<file path="src/rtl/trax_move_rx.sv">
// Trax link receiver: 8N1 UART deserialiser feeding an ASCII colour/move packet parser.
// Optional feature macro: TRAX_RX_PARITY_EN (8E1 framing with an even-parity check).
module trax_move_rx #(
    parameter int CLKS_PER_BIT = 434,
    parameter int MAX_DIGITS   = 4
) (
    input  logic        clk,
    input  logic        reset,
    input  logic        rx,
    output logic [21:0] move_out,
    output logic        color,
    output logic        end_receive,
    output logic        frame_err,
    output logic        pkt_err,
    output logic [2:0]  o_dbg_uart_state,
    output logic [2:0]  o_dbg_parse_state
);

    localparam int CNT_W = $clog2(CLKS_PER_BIT);
    localparam int ND_W  = $clog2(MAX_DIGITS + 1);
    localparam logic [CNT_W-1:0] LAST_CNT = CNT_W'(CLKS_PER_BIT - 1);
    localparam logic [CNT_W-1:0] HALF_CNT = CNT_W'(CLKS_PER_BIT / 2 - 1);

    localparam logic [2:0] U_IDLE   = 3'd0;
    localparam logic [2:0] U_START  = 3'd1;
    localparam logic [2:0] U_DATA   = 3'd2;
`ifdef TRAX_RX_PARITY_EN
    localparam logic [2:0] U_PARITY = 3'd3;
`endif
    localparam logic [2:0] U_STOP   = 3'd4;

    localparam logic [2:0] P_IDLE = 3'd0;
    localparam logic [2:0] P_ROW  = 3'd1;
    localparam logic [2:0] P_COL  = 3'd2;
    localparam logic [2:0] P_EOL  = 3'd4;
    localparam logic [2:0] P_ERR  = 3'd5;

    localparam logic [7:0] CH_W      = 8'h57;
    localparam logic [7:0] CH_B      = 8'h42;
    localparam logic [7:0] CH_LF     = 8'h0A;
    localparam logic [7:0] CH_CR     = 8'h0D;
    localparam logic [7:0] CH_COMMA  = 8'h2C;
    localparam logic [7:0] CH_PLUS   = 8'h2B;
    localparam logic [7:0] CH_SLASH  = 8'h2F;
    localparam logic [7:0] CH_BSLASH = 8'h5C;

    logic             r_rx_meta;
    logic             r_rx_sync;
    logic [2:0]       r_ustate;
    logic [CNT_W-1:0] r_cnt;
    logic [2:0]       r_bit_idx;
    logic [7:0]       r_shift;
    logic             r_frame_err;
`ifdef TRAX_RX_PARITY_EN
    logic             r_par_err;
`endif

    logic             w_tick;
    logic             w_stop_sample;
    logic             w_byte_ok;
    logic             w_byte_valid;
    logic             w_byte_bad;
    logic [7:0]       w_byte;

    always_ff @(posedge clk) begin
        if (reset) begin
            r_rx_meta <= 1'b1;
            r_rx_sync <= 1'b1;
        end else begin
            r_rx_meta <= rx;
            r_rx_sync <= r_rx_meta;
        end
    end

    assign w_tick        = (r_cnt == LAST_CNT);
    assign w_stop_sample = (r_ustate == U_STOP) && w_tick;
`ifdef TRAX_RX_PARITY_EN
    assign w_byte_ok     = r_rx_sync && !r_par_err;
`else
    assign w_byte_ok     = r_rx_sync;
`endif
    assign w_byte_valid  = w_stop_sample && w_byte_ok;
    assign w_byte_bad    = w_stop_sample && !w_byte_ok;
    assign w_byte        = r_shift;

    always_ff @(posedge clk) begin
        if (reset) begin
            r_ustate    <= U_IDLE;
            r_cnt       <= '0;
            r_bit_idx   <= '0;
            r_shift     <= '0;
            r_frame_err <= 1'b0;
`ifdef TRAX_RX_PARITY_EN
            r_par_err   <= 1'b0;
`endif
        end else begin
            r_frame_err <= w_byte_bad;
            case (r_ustate)
                U_IDLE: begin
                    r_cnt <= '0;
                    if (!r_rx_sync) r_ustate <= U_START;
                end
                U_START: begin
                    // A start bit that is high again at mid-bit was a glitch
                    if (r_cnt == HALF_CNT) begin
                        r_cnt     <= '0;
                        r_bit_idx <= '0;
                        r_ustate  <= r_rx_sync ? U_IDLE : U_DATA;
                    end else begin
                        r_cnt <= r_cnt + 1'b1;
                    end
                end
                U_DATA: begin
                    if (w_tick) begin
                        r_cnt     <= '0;
                        r_shift   <= {r_rx_sync, r_shift[7:1]};
                        r_bit_idx <= r_bit_idx + 1'b1;
`ifdef TRAX_RX_PARITY_EN
                        if (r_bit_idx == 3'd7) r_ustate <= U_PARITY;
`else
                        if (r_bit_idx == 3'd7) r_ustate <= U_STOP;
`endif
                    end else begin
                        r_cnt <= r_cnt + 1'b1;
                    end
                end
`ifdef TRAX_RX_PARITY_EN
                U_PARITY: begin
                    if (w_tick) begin
                        r_cnt     <= '0;
                        r_par_err <= r_rx_sync ^ (^r_shift);
                        r_ustate  <= U_STOP;
                    end else begin
                        r_cnt <= r_cnt + 1'b1;
                    end
                end
`endif
                U_STOP: begin
                    if (w_tick) begin
                        r_cnt    <= '0;
                        r_ustate <= U_IDLE;
                    end else begin
                        r_cnt <= r_cnt + 1'b1;
                    end
                end
                default: r_ustate <= U_IDLE;
            endcase
        end
    end

    logic [2:0]      r_pstate;
    logic [10:0]     r_acc;
    logic [ND_W-1:0] r_ndig;
    logic [9:0]      r_row;
    logic [9:0]      r_col;
    logic [1:0]      r_tile;
    logic            r_is_color;
    logic            r_color_pend;
    logic [21:0]     r_move_out;
    logic            r_color;
    logic            r_end_receive;
    logic            r_pkt_err;

    logic        w_is_digit;
    logic        w_is_lf;
    logic        w_is_tile;
    logic [1:0]  w_tile_code;
    logic [13:0] w_acc_next;
    logic        w_ovf;
    logic [2:0]  w_p_next;
    logic        w_p_err;
    logic        w_commit;
    logic        w_first_digit;
    logic        w_take_digit;
    logic        w_latch_row;
    logic        w_latch_col;
    logic        w_latch_color;

    assign w_is_digit = (w_byte >= 8'h30) && (w_byte <= 8'h39);
    assign w_is_lf    = (w_byte == CH_LF);
    assign w_acc_next = ({3'd0, r_acc} * 14'd10) + {10'd0, w_byte[3:0]};
    assign w_ovf      = (r_ndig >= ND_W'(MAX_DIGITS)) || (w_acc_next > 14'd1023);

    always_comb begin
        w_tile_code = 2'b00;
        w_is_tile   = 1'b1;
        case (w_byte)
            CH_PLUS:   w_tile_code = 2'b01;
            CH_SLASH:  w_tile_code = 2'b10;
            CH_BSLASH: w_tile_code = 2'b11;
            default:   w_is_tile   = 1'b0;
        endcase
    end

    always_comb begin
        w_p_next      = r_pstate;
        w_p_err       = 1'b0;
        w_commit      = 1'b0;
        w_first_digit = 1'b0;
        w_take_digit  = 1'b0;
        w_latch_row   = 1'b0;
        w_latch_col   = 1'b0;
        w_latch_color = 1'b0;
        if (w_byte_bad) begin
            w_p_next = P_ERR;
            w_p_err  = (r_pstate != P_ERR);
        end else if (w_byte_valid && (w_byte != CH_CR)) begin
            case (r_pstate)
                P_IDLE: begin
                    if (w_byte == CH_W || w_byte == CH_B) begin
                        w_latch_color = 1'b1;
                        w_p_next      = P_EOL;
                    end else if (w_is_digit) begin
                        w_first_digit = 1'b1;
                        w_p_next      = P_ROW;
                    end else if (!w_is_lf) begin
                        w_p_err  = 1'b1;
                        w_p_next = P_ERR;
                    end
                end
                P_ROW, P_COL: begin
                    if (w_is_digit && !w_ovf) begin
                        w_take_digit = 1'b1;
                    end else if (r_pstate == P_ROW && w_byte == CH_COMMA && r_ndig != '0) begin
                        w_latch_row = 1'b1;
                        w_p_next    = P_COL;
                    end else if (r_pstate == P_COL && w_is_tile && r_ndig != '0) begin
                        w_latch_col = 1'b1;
                        w_p_next    = P_EOL;
                    end else begin
                        // A malformed line that already ended needs no further LF
                        w_p_err  = 1'b1;
                        w_p_next = w_is_lf ? P_IDLE : P_ERR;
                    end
                end
                P_EOL: begin
                    if (w_is_lf) begin
                        w_commit = 1'b1;
                        w_p_next = P_IDLE;
                    end else begin
                        w_p_err  = 1'b1;
                        w_p_next = P_ERR;
                    end
                end
                P_ERR: begin
                    if (w_is_lf) w_p_next = P_IDLE;
                end
                default: w_p_next = P_IDLE;
            endcase
        end
    end

    always_ff @(posedge clk) begin
        if (reset) begin
            r_pstate      <= P_IDLE;
            r_acc         <= '0;
            r_ndig        <= '0;
            r_row         <= '0;
            r_col         <= '0;
            r_tile        <= '0;
            r_is_color    <= 1'b0;
            r_color_pend  <= 1'b0;
            r_move_out    <= '0;
            r_color       <= 1'b0;
            r_end_receive <= 1'b1;
            r_pkt_err     <= 1'b0;
        end else begin
            r_pstate  <= w_p_next;
            r_pkt_err <= w_p_err;
            if (w_commit) begin
                r_end_receive <= 1'b1;
                if (r_is_color) r_color <= r_color_pend;
                else            r_move_out <= {r_tile, r_col, r_row};
            end else if (w_p_next != P_IDLE) begin
                r_end_receive <= 1'b0;
            end
            if (w_latch_color) begin
                r_is_color   <= 1'b1;
                r_color_pend <= (w_byte == CH_B);
            end
            if (w_first_digit) begin
                r_is_color <= 1'b0;
                r_acc      <= {7'd0, w_byte[3:0]};
                r_ndig     <= ND_W'(1);
            end
            if (w_take_digit) begin
                r_acc  <= w_acc_next[10:0];
                r_ndig <= r_ndig + ND_W'(1);
            end
            if (w_latch_row) begin
                r_row  <= r_acc[9:0];
                r_acc  <= '0;
                r_ndig <= '0;
            end
            if (w_latch_col) begin
                r_col  <= r_acc[9:0];
                r_tile <= w_tile_code;
            end
        end
    end

    assign move_out          = r_move_out;
    assign color             = r_color;
    assign end_receive       = r_end_receive;
    assign frame_err         = r_frame_err;
    assign pkt_err           = r_pkt_err;
    assign o_dbg_uart_state  = r_ustate;
    assign o_dbg_parse_state = r_pstate;

endmodule

</file>
<file path="config.mk">
export PLATFORM = sky130hd
export DESIGN_NAME = trax_move_rx
export DESIGN_NICKNAME = d
export VERILOG_FILES = /design/src/rtl/trax_move_rx.sv
export SDC_FILE = /design/constraint.sdc
export NUM_CORES = 1
export LEC_CHECK = 0
export CELL_PAD_IN_SITES_DETAIL_PLACEMENT = 1
export CELL_PAD_IN_SITES_GLOBAL_PLACEMENT = 2
export CORE_MARGIN = 1
export CORE_UTILIZATION = 35
export DETAILED_ROUTE_END_ITERATION = 10
export PLACE_DENSITY = 0.89
export SYNTH_ARGS = -nofsm -noshare
export SYNTH_HDL_FRONTEND = slang
export SYNTH_SLANG_ARGS = --single-unit
</file>
<file path="constraint.sdc">
create_clock -name clk -period 4.5 [get_ports clk]
set_input_delay 0.45 -clock clk [delete_from_list [all_inputs] [get_ports clk]]
set_output_delay 0.45 -clock clk [all_outputs]
set_load 0.02 [all_outputs]
</file>
==> impl_metrics.yaml, run 1 <==
status:
  outcome: "finished, final reports clean"
cts:
  path_clk_slew_ns: 0.06
  numClockSinks: 92
  postCtsHoldBufs: 0
  cts-resized-gates: 0
  htree_levels: 3
  cts.root.buffer_cell: "clkbuf_16"
  cts_tree: "yes"
  clockBufferDepth: 2
  clock_latency_ns: 0.34
  postCtsSetupBuffers: 0
  cts_buffers: 9
layout:
  register_area_sq_um: 1842
  multi_input_area_sq_um: 2731
  final_util_pct: 41.74
  drive_above_1_share_pct: 4.793
  n_antenna_cell: 0
  stdcell_area_sq_um: 5528
  fillCellCount: 1608
  area_growth_pct: 16.32
  layout.nets: 636
  layout_common_cells: "nand2_1, dfxtp_1, nor2_1"
setup_path:
  r2r-start: "r_acc[1]$_SDFFE_PP0P_"
  cp_max_fo: 19
  crit_type: "register to register"
  r2r_slack_ns: 0.76
  timing.rr.end: "r_acc[6]$_SDFFE_PP0P_"
  worstSetupEndpointType: "register"
  critPathLaunch: "r_acc[1]$_SDFFE_PP0P_"
  arrival_ns: 3.97
  cp-start-kind: "register"
  worst-endpoint-required_ns: 4.73
  rr_worst_depth: 14
synthesis:
  ys_ff_latch: 92
  syn_inst: 581
  synth-compound-area-share_pct: 14.17
  synthTopCellsByArea: "dfxtp_1, ha_1, nand2_1"
  yosysWarnings: 0
  synth_edf_count: 0
  synth_top_family_by_area: "simple AND/OR/NAND/NOR gates"
  synthMuxAreaShare_pct: 4.924
  synth.top_cell.area_share_pct: 38.76
  synth_simple_gate_area_share_pct: 26.30
  yosysSeqAreaShare_pct: 38.76
  synth_xor_area_share_pct: 3.870
  syn_nets: 614
  synth_top_area_cell: "dfxtp_1"
  syn_area_sq_um: 4752
  synth_flop_cell: "dfxtp_1"
  ys_async_sr_fraction_pct: 0
  synthAdderAreaFrac_pct: 8.215
  avgSynthCellArea_sq_um: 8.179
  synth_cell_types: 56
placed_design:
  dpl_cell_area_sq_um: 5234
  io_buffer_count: 34
  hpwl_um: 8966
  routabilityCongestion: 0.8822
  pre_cts_ws_ns: 0.8173
timing:
  fin_crit_ns: 3.739
  slew_headroom_pct: 46.92
  worst_pin_slew_ns: 0.7945
  skew_ns: 0.005928
  final-setup-viol-count: 0
  fmax_ghz: 0.2675
  final.setup.tns_ns: 0
  setup_ws_ns: 0.7611
  rsz0062_at_grt: "no"
  hold_viol_final: 0
  drv_slew: 0
  min_period_over_period_pct: 83.09
route:
  drcViolationCount: 0
  wl_per_cell_um: 16.02
  postRouteWirelength_um: 12520
  vias_per_cell: 5.286
  num_vias: 4128
  ant_nets: 0
  drt_iter0_markers: 320
  firstDrtPassIters: 4
global_routing:
  gr-usage-met2_pct: 29.93
  grt_first_pass_wirelength_um: 21050
  gr-total-overflow: 0
  grt_use_total_pct: 18.61
  grtUsageMet1_pct: 25.11
  antenna_found_initial: 0
  grt-busiest-layer: "met2"
  grt_pass1_vias: 4298
  grt_util_met3_pct: 2.799
  grt_max_degree: 53
hold_path:
  hold_path_class: "register to register"
  min_to: "r_rx_sync$_SDFF_PP1_"
  whs_path_depth: 1
  min-delay-start: "r_rx_meta$_SDFF_PP1_"
floorplanning:
  core_region_area_sq_um: 13240
  start_util_pct: 35.88
  die_area_sq_um: 14050
  fp.dieW_um: 118.5
  rows: 42
  io_pins: 35
  die_y_um: 118.5
run:
  maxCapViolCount: 0
pwr:
  totalPowerFinal_uw: 1625
  power_density_nw_per_um2: 294.0
  vdd_drop_max_mv: 0.2148
  leakage_uw: 0.002176
==> registers in the layout (all words and copies together), names as in the netlist, 2 cells and up <==
signal and flops:
r_col 10, o_dbg_uart_state 3, r_acc 11, r_ndig 3, move_out 22, r_shift 8, r_row 10, r_cnt 9
o_dbg_parse_state 3, r_tile 2, r_bit_idx 3
==> routing by layer <==
metal / share of wire, % / routed length [um]
met3: 2.8 / 348
met5: 0 / 0
met2: 47 / 5866
met4: 1.7 / 209
met1: 49 / 6091
==> power breakdown <==
| part | switching (uW) | internal [uW] | leakage (uW) | total, uW |
|---|---|---|---|---|
| sequential | 4.18 | 817 | 0.000741 | 821 |
| clock | 298 | 476 | 0.000144 | 774 |
| combinational | 21.8 | 8.69 | 0.00129 | 30.5 |
| total | 324 | 1300 | 0.00218 | 1630 |
==> synth_stat cells, types with 2 or more instances <==
cell	instances
a211oi_1	4
a21o_1	5
a21oi_1	56
a22oi_1	4
a2bb2oi_1	2
a311o_1	2
a31oi_1	5
and3_1	12
buf_2	2
clkbuf_1	25
dfxtp_1	92
fa_1	2
ha_1	28
inv_1	16
mux2i_1	22
nand2_1	92
nand2b_1	8
nand3_1	21
nand3b_1	3
nand4_1	10
nand4b_1	2
nor2_1	66
nor2b_1	5
nor3_1	12
nor3b_1	5
nor4_1	2
nor4b_1	2
o21a_1	6
o21ai_0	15
o22ai_1	3
o2bb2ai_1	2
or2_2	3
or3_1	4
or4_1	2
xnor2_1	8
xor2_1	13
==> worst max-delay path, stage by stage (launching register included) <==
cell	delay, ns
dfxtp_1	0.38
ha_1	0.31
ha_1	0.19
inv_1	0.06
fa_1	0.40
nor2b_1	0.22
o21ai_0	0.11
a211oi_1	0.37
and3_1	0.29
nand4_1	0.13
mux2i_2	0.44
nand3_1	0.13
buf_4	0.23
and3_1	0.18
o21a_1	0.19
==> area by class of cell <==
class / instances / area share [%]
Tap cell: 176 / 3.984
Timing Repair Buffer: 40 / 6.881
Multi-Input combinational cell: 444 / 49.41
Clock buffer: 10 / 4.142
Clock inverter: 3 / 1.177
Sequential cell: 92 / 33.32
Inverter: 16 / 1.086
==> stage by stage <==
stage / hold WS, ns / instances
after detailed placement: 0.4085 / 768
final: 0.4258 / 781
after floorplan: 0.3895 / 581
after CTS: 0.4238 / 781
after global routing: 0.4409 / 781
after global placement: 0.3921 / 768
==> worst max-delay path by stage <==
stage | end | depth (start not counted)
floorplan | r_ndig[0]$_SDFFE_PP0P_ | 14
global placement | r_acc[8]$_SDFFE_PP0P_ | 14
detailed placement | r_acc[5]$_SDFFE_PP0P_ | 14
CTS | r_acc[6]$_SDFFE_PP0P_ | 14
global route | r_acc[6]$_SDFFE_PP0P_ | 14
finish | r_acc[6]$_SDFFE_PP0P_ | 14
==> logic make-up after synthesis <==
| group | Yosys count |
|---|---|
| simple gates | 258 |
| compound gates | 112 |
| flops | 92 |
| buf+inv | 45 |
| fa+ha+maj | 30 |
| mux | 23 |
| xor+xnor | 21 |
Power figures use the tool's default switching activity.
==> run 2, diff against run 1 <==
--- a/config.mk
+++ b/config.mk
@@ -8,9 +8,9 @@
 export CELL_PAD_IN_SITES_DETAIL_PLACEMENT = 1
 export CELL_PAD_IN_SITES_GLOBAL_PLACEMENT = 2
 export CORE_MARGIN = 1
-export CORE_UTILIZATION = 35
+export CORE_UTILIZATION = 32
 export DETAILED_ROUTE_END_ITERATION = 10
-export PLACE_DENSITY = 0.89
+export PLACE_DENSITY = 0.86
 export SYNTH_ARGS = -nofsm -noshare
 export SYNTH_HDL_FRONTEND = slang
 export SYNTH_SLANG_ARGS = --single-unit
==> constraint.sdc (replaced) <==
create_clock -name clk -period 3.11 [get_ports clk]
set_input_delay 0.311 -clock clk [delete_from_list [all_inputs] [get_ports clk]]
set_output_delay 0.311 -clock clk [all_outputs]
set_load 0.02 [all_outputs]
==> impl_metrics.yaml, run 2 (synthesis results as in run 1) <==
cts:
  path_clk_slew_ns: 0.07
  numClockSinks: 92
  postCtsHoldBufs: 0
  clock_latency_ns: 0.34
  cts.root.buffer_cell: "clkbuf_16"
  htree_levels: 3
  clockBufferDepth: 2
  cts_buffers: 9
  cts_tree: "yes"
global_routing:
  grt_use_total_pct: 19.52
  gr-total-overflow: 0
  grt_max_degree: 44
  antenna_found_initial: 0
  grt_first_pass_wirelength_um: 23210
  grt_pass1_vias: 4715
hold_path:
  whs_path_depth: 1
  hold_path_class: "register to register"
timing:
  final.setup.tns_ns: -0.8059
  worst_pin_slew_ns: 0.6982
  fmax_ghz: 0.3122
  setup_ws_ns: -0.09324
  rsz0062_at_grt: "yes"
  slew_headroom_pct: 53.28
  hold_viol_final: 0
  whs_ns: 0.4316
  skew_ns: 0.006802
  fin_crit_ns: 3.203
  min_period_over_period_pct: 103.0
  final-setup-viol-count: 14
  drv_slew: 0
placed_design:
  routabilityCongestion: 0.8538
  placedCellCount: 823
  hpwl_um: 10210
  io_buffer_count: 34
  dpl_cell_area_sq_um: 5639
floorplanning:
  start_util_pct: 32.70
  die_y_um: 123.9
  core_region_area_sq_um: 14530
  rows: 44
  io_pins: 35
  fp.dieW_um: 123.9
  die_area_sq_um: 15340
layout:
  layout.nets: 688
  register_area_sq_um: 1852
  largest_register_ffs: 22
  stdcell_area_sq_um: 6192
  drive_above_1_share_pct: 19.09
  n_antenna_cell: 0
  layout_common_cells: "nand2_1, dfxtp_1, nor2_1"
  area_growth_pct: 30.31
  multi_input_area_sq_um: 2978
  fin_cells: 844
  fillCellCount: 1718
  final_common_cell: "nand2_1"
route:
  postRouteWirelength_um: 14280
  drcViolationCount: 0
  ant_nets: 0
  vias_per_cell: 5.277
  num_vias: 4454
  firstDrtPassIters: 4
  wl_per_cell_um: 16.92
  drt_iter0_markers: 248
setup_path:
  cp_max_fo: 14
  r2r-start: "r_acc[3]$_SDFFE_PP0P_"
  cp-start-kind: "register"
  rr_worst_depth: 13
  worst-endpoint-required_ns: 3.35
  endpoint: "r_acc[5]$_SDFFE_PP0P_"
  worstSetupEndpointType: "register"
  r2r_slack_ns: -0.09
  arrival_ns: 3.44
  critPathLaunch: "r_acc[3]$_SDFFE_PP0P_"
  timing.rr.end: "r_acc[5]$_SDFFE_PP0P_"
  crit_type: "register to register"
pwr:
  leakage_uw: 0.002447
  power_density_nw_per_um2: 370.7
  totalPowerFinal_uw: 2295
  power_frac_seq_pct: 51.7
  internal-power_uw: 1780
  combPwrFrac_pct: 1.9
  power_switching_uw: 515.6
  vdd_drop_max_mv: 0.2550
  power_frac_clock_pct: 46.4
  swShare_pct: 22.46
status:
  outcome: "finished, violations left"
  violations: "setup timing"
run:
  maxCapViolCount: 0
-- run 2: cell types whose count changed in the layout (fill, tap and decap cells not counted), sizes merged --
| cell | delta |
|---|---|
| clkinv | +4 |
| clkbuf | +1 |
| bufinv | -2 |
| buf | +52 |
-- run 2: layout make-up --
cell class / instances / share of cell area, %
multi-input cells: 444 / 48.09
flip-flops and latches: 92 / 29.91
repair buffers: 92 / 12.65
clock buffers: 11 / 4.082
well taps: 184 / 3.718
inverters: 16 / 0.9699
clock inverters: 5 / 0.5860
-- run 2: per-stage QoR --
stage / util, % / worst slack (ns)
6_report: 42.61 / -0.09324
3_3_place_gp: 38.80 / -0.02424
3_5_place_dp: 38.80 / -0.3095
4_1_cts: 42.03 / -0.06257
2_1_floorplan: - / 0.007942
5_1_grt: 42.61 / -0.2542
-- run 2: repair_timing --
item,CTS,global route
setup buffers,3,2
setup endpoints to repair,19,18
pin swaps,16,14
gates resized for setup,30,16
hold endpoints to repair,0,0
-- run 2: routing by layer --
metal	GRT usage, %	up-vias	wire (um)
met5	0	-	0
met4	8.208	0	334
met3	1.877	26	266
met2	34.65	67	7176
met1	23.90	2187	6501
li1	-	2174	-
-- run 2: power groups by stage --
stage / sequential (uW) / combinational [uW] / clock (uW)
after floorplan: 1210 / 31.8 / 0
after global placement: 1210 / 43.1 / 0
after detailed placement: 1210 / 43.6 / 0
after CTS: 1190 / 44.1 / 1090
after global routing: 1190 / 49.4 / 1140
final: 1190 / 44.3 / 1060
-- run 2: worst min-delay path by stage --
stage                         startpoint                    to  slack [ns]
floorplan           r_rx_meta$_SDFF_PP1_  r_rx_sync$_SDFF_PP1_        0.39
global placement    r_rx_meta$_SDFF_PP1_  r_rx_sync$_SDFF_PP1_        0.40
detailed placement  r_rx_meta$_SDFF_PP1_  r_rx_sync$_SDFF_PP1_        0.42
CTS                 r_rx_meta$_SDFF_PP1_  r_rx_sync$_SDFF_PP1_        0.44
global route        r_rx_meta$_SDFF_PP1_  r_rx_sync$_SDFF_PP1_        0.46
finish              r_rx_meta$_SDFF_PP1_  r_rx_sync$_SDFF_PP1_        0.43
-- run 2: worst max-delay path: stages (launching register included) --
cell and delay (ns):
dfxtp_2 0.35, ha_4 0.27, ha_4 0.13, inv_2 0.04, fa_2 0.37, nor2b_4 0.18
o2111ai_2 0.15, a31oi_1 0.25, xor2_1 0.26, nand4_1 0.17, mux2i_4 0.26, nand3_4 0.22
and3_1 0.23, o21a_1 0.19
==> run 3, diff against run 2 <==
--- a/config.mk
+++ b/config.mk
@@ -10,7 +10,7 @@
 export CORE_MARGIN = 1
 export CORE_UTILIZATION = 32
 export DETAILED_ROUTE_END_ITERATION = 10
-export PLACE_DENSITY = 0.86
+export PLACE_DENSITY_LB_ADDON = 0.1
 export SYNTH_ARGS = -nofsm -noshare
 export SYNTH_HDL_FRONTEND = slang
 export SYNTH_SLANG_ARGS = --single-unit
==> impl_metrics.yaml, run 3 (synthesis results as in run 1) <==
status:
  violations: "setup timing"
  outcome: "finished, violations left"
route:
  drt_iter0_markers: 221
  firstDrtPassIters: 4
  postRouteWirelength_um: 14370
  num_vias: 4435
  ant_nets: 0
  drcViolationCount: 0
  wl_per_cell_um: 16.74
  vias_per_cell: 5.169
timing:
  hold_viol_final: 0
  min_period_over_period_pct: 103.7
  final.setup.tns_ns: -0.7629
  setup_ws_ns: -0.1165
  skew_ns: 0.007223
  whs_ns: 0.4136
  rsz0062_at_grt: "yes"
  fin_crit_ns: 3.226
  slew_headroom_pct: 47.78
  fmax_ghz: 0.3099
  drv_slew: 0
  final-setup-viol-count: 13
  worst_pin_slew_ns: 0.7804
floorplanning:
  rows: 44
  fp.dieW_um: 123.9
  die_area_sq_um: 15340
  die_y_um: 123.9
  start_util_pct: 32.70
  io_pins: 35
  core_region_area_sq_um: 14530
cts:
  clockBufferDepth: 2
  clock_latency_ns: 0.35
  htree_levels: 3
  path_clk_slew_ns: 0.07
  cts_buffers: 9
  cts_tree: "yes"
  postCtsHoldBufs: 0
  cts.root.buffer_cell: "clkbuf_16"
  numClockSinks: 92
hold_path:
  hold_path_class: "register to register"
  min-delay-start: "r_rx_meta$_SDFF_PP1_"
pwr:
  totalPowerFinal_uw: 2500
  power_density_nw_per_um2: 391.0
  vdd_drop_max_mv: 0.2290
  leakage_uw: 0.002541
layout:
  layout_common_cells: "nand2_1, dfxtp_1, buf_4"
  stdcell_area_sq_um: 6394
  drive_above_1_share_pct: 20.92
  multi_input_area_sq_um: 3018
  n_antenna_cell: 0
  area_growth_pct: 34.54
  fillCellCount: 1701
  layout.nets: 702
  largest_register_ffs: 22
  register_area_sq_um: 1849
  final_common_cell: "nand2_1"
setup_path:
  cp_max_fo: 9
  arrival_ns: 3.47
  worstSetupEndpointType: "register"
  worst-endpoint-required_ns: 3.36
  cp-start-kind: "register"
  timing.rr.end: "r_acc[5]$_SDFFE_PP0P_"
  r2r-start: "r_acc[3]$_SDFFE_PP0P_"
  critPathLaunch: "r_acc[3]$_SDFFE_PP0P_"
  r2r_slack_ns: -0.12
  rr_worst_depth: 14
  crit_type: "register to register"
  endpoint: "r_acc[5]$_SDFFE_PP0P_"
global_routing:
  grtUsageMet1_pct: 26.09
  grt_max_degree: 40
  antenna_found_initial: 0
  grt_first_pass_wirelength_um: 23260
  grt_use_total_pct: 19.89
  grt_util_met3_pct: 2.976
  gr-total-overflow: 0
  grt-busiest-layer: "met2"
  gr-usage-met2_pct: 32.33
  grt_pass1_vias: 4538
placed_design:
  pre_cts_ws_ns: -0.2267
  dpl_cell_area_sq_um: 5692
  io_buffer_count: 34
  routabilityCongestion: 0.8062
  hpwl_um: 10120
run:
  maxCapViolCount: 0
## run 3: layout make-up
type                            instances  share of cell area (%)
Sequential cell                        92                   28.92
Inverter                               16                  0.9393
Clock buffer                           10                   3.738
Multi-Input combinational cell        445                   47.20
Tap cell                              184                   3.601
Clock inverter                          6                   1.566
Timing Repair Buffer                  105                   14.03
## run 3: worst min path at each step
stage / cells past startpoint / end
detailed placement: 1 / r_rx_sync$_SDFF_PP1_
finish: 1 / r_rx_sync$_SDFF_PP1_
CTS: 1 / r_rx_sync$_SDFF_PP1_
floorplan: 1 / r_rx_sync$_SDFF_PP1_
global placement: 1 / r_rx_sync$_SDFF_PP1_
global route: 1 / r_rx_sync$_SDFF_PP1_
## run 3: stage by stage
stage                     utilization, %  instances
after global routing               43.99        858
after global placement             39.16        830
after floorplan                        -        581
after detailed placement           39.16        830
final                              43.99        858
after CTS                          42.73        852
## run 3: power breakdown
group          internal, uW  switching (uW)  total [uW]
sequential             1180            2.50        1180
combinational          15.2            36.5        51.7
clock                   744             522        1270
total                  1940             561        2500
## run 3: routing by layer
| layer | wire [um] | vias to the layer above |
|---|---|---|
| met5 | 0 | - |
| met4 | 335 | 0 |
| met3 | 387 | 25 |
| met2 | 6835 | 68 |
| met1 | 6806 | 2144 |
| li1 | - | 2198 |
## run 3: timing repair
item | in CTS | in global routing
buffers inserted | 5 | 6
resized for setup | 29 | 21
setup endpoints to repair | 17 | 18
pin swaps | 14 | 13
cloned | 1 | 0
## run 3: worst max-delay path, stage by stage (launching register included)
cell	delay, ns
dfxtp_4	0.36
ha_4	0.26
ha_4	0.12
inv_2	0.03
fa_2	0.38
nor2b_4	0.16
o2111ai_2	0.14
a31oi_1	0.24
xor2_1	0.24
nand4_1	0.19
mux2i_4	0.25
buf_4	0.18
nand3_4	0.15
and3_1	0.21
o21a_1	0.18
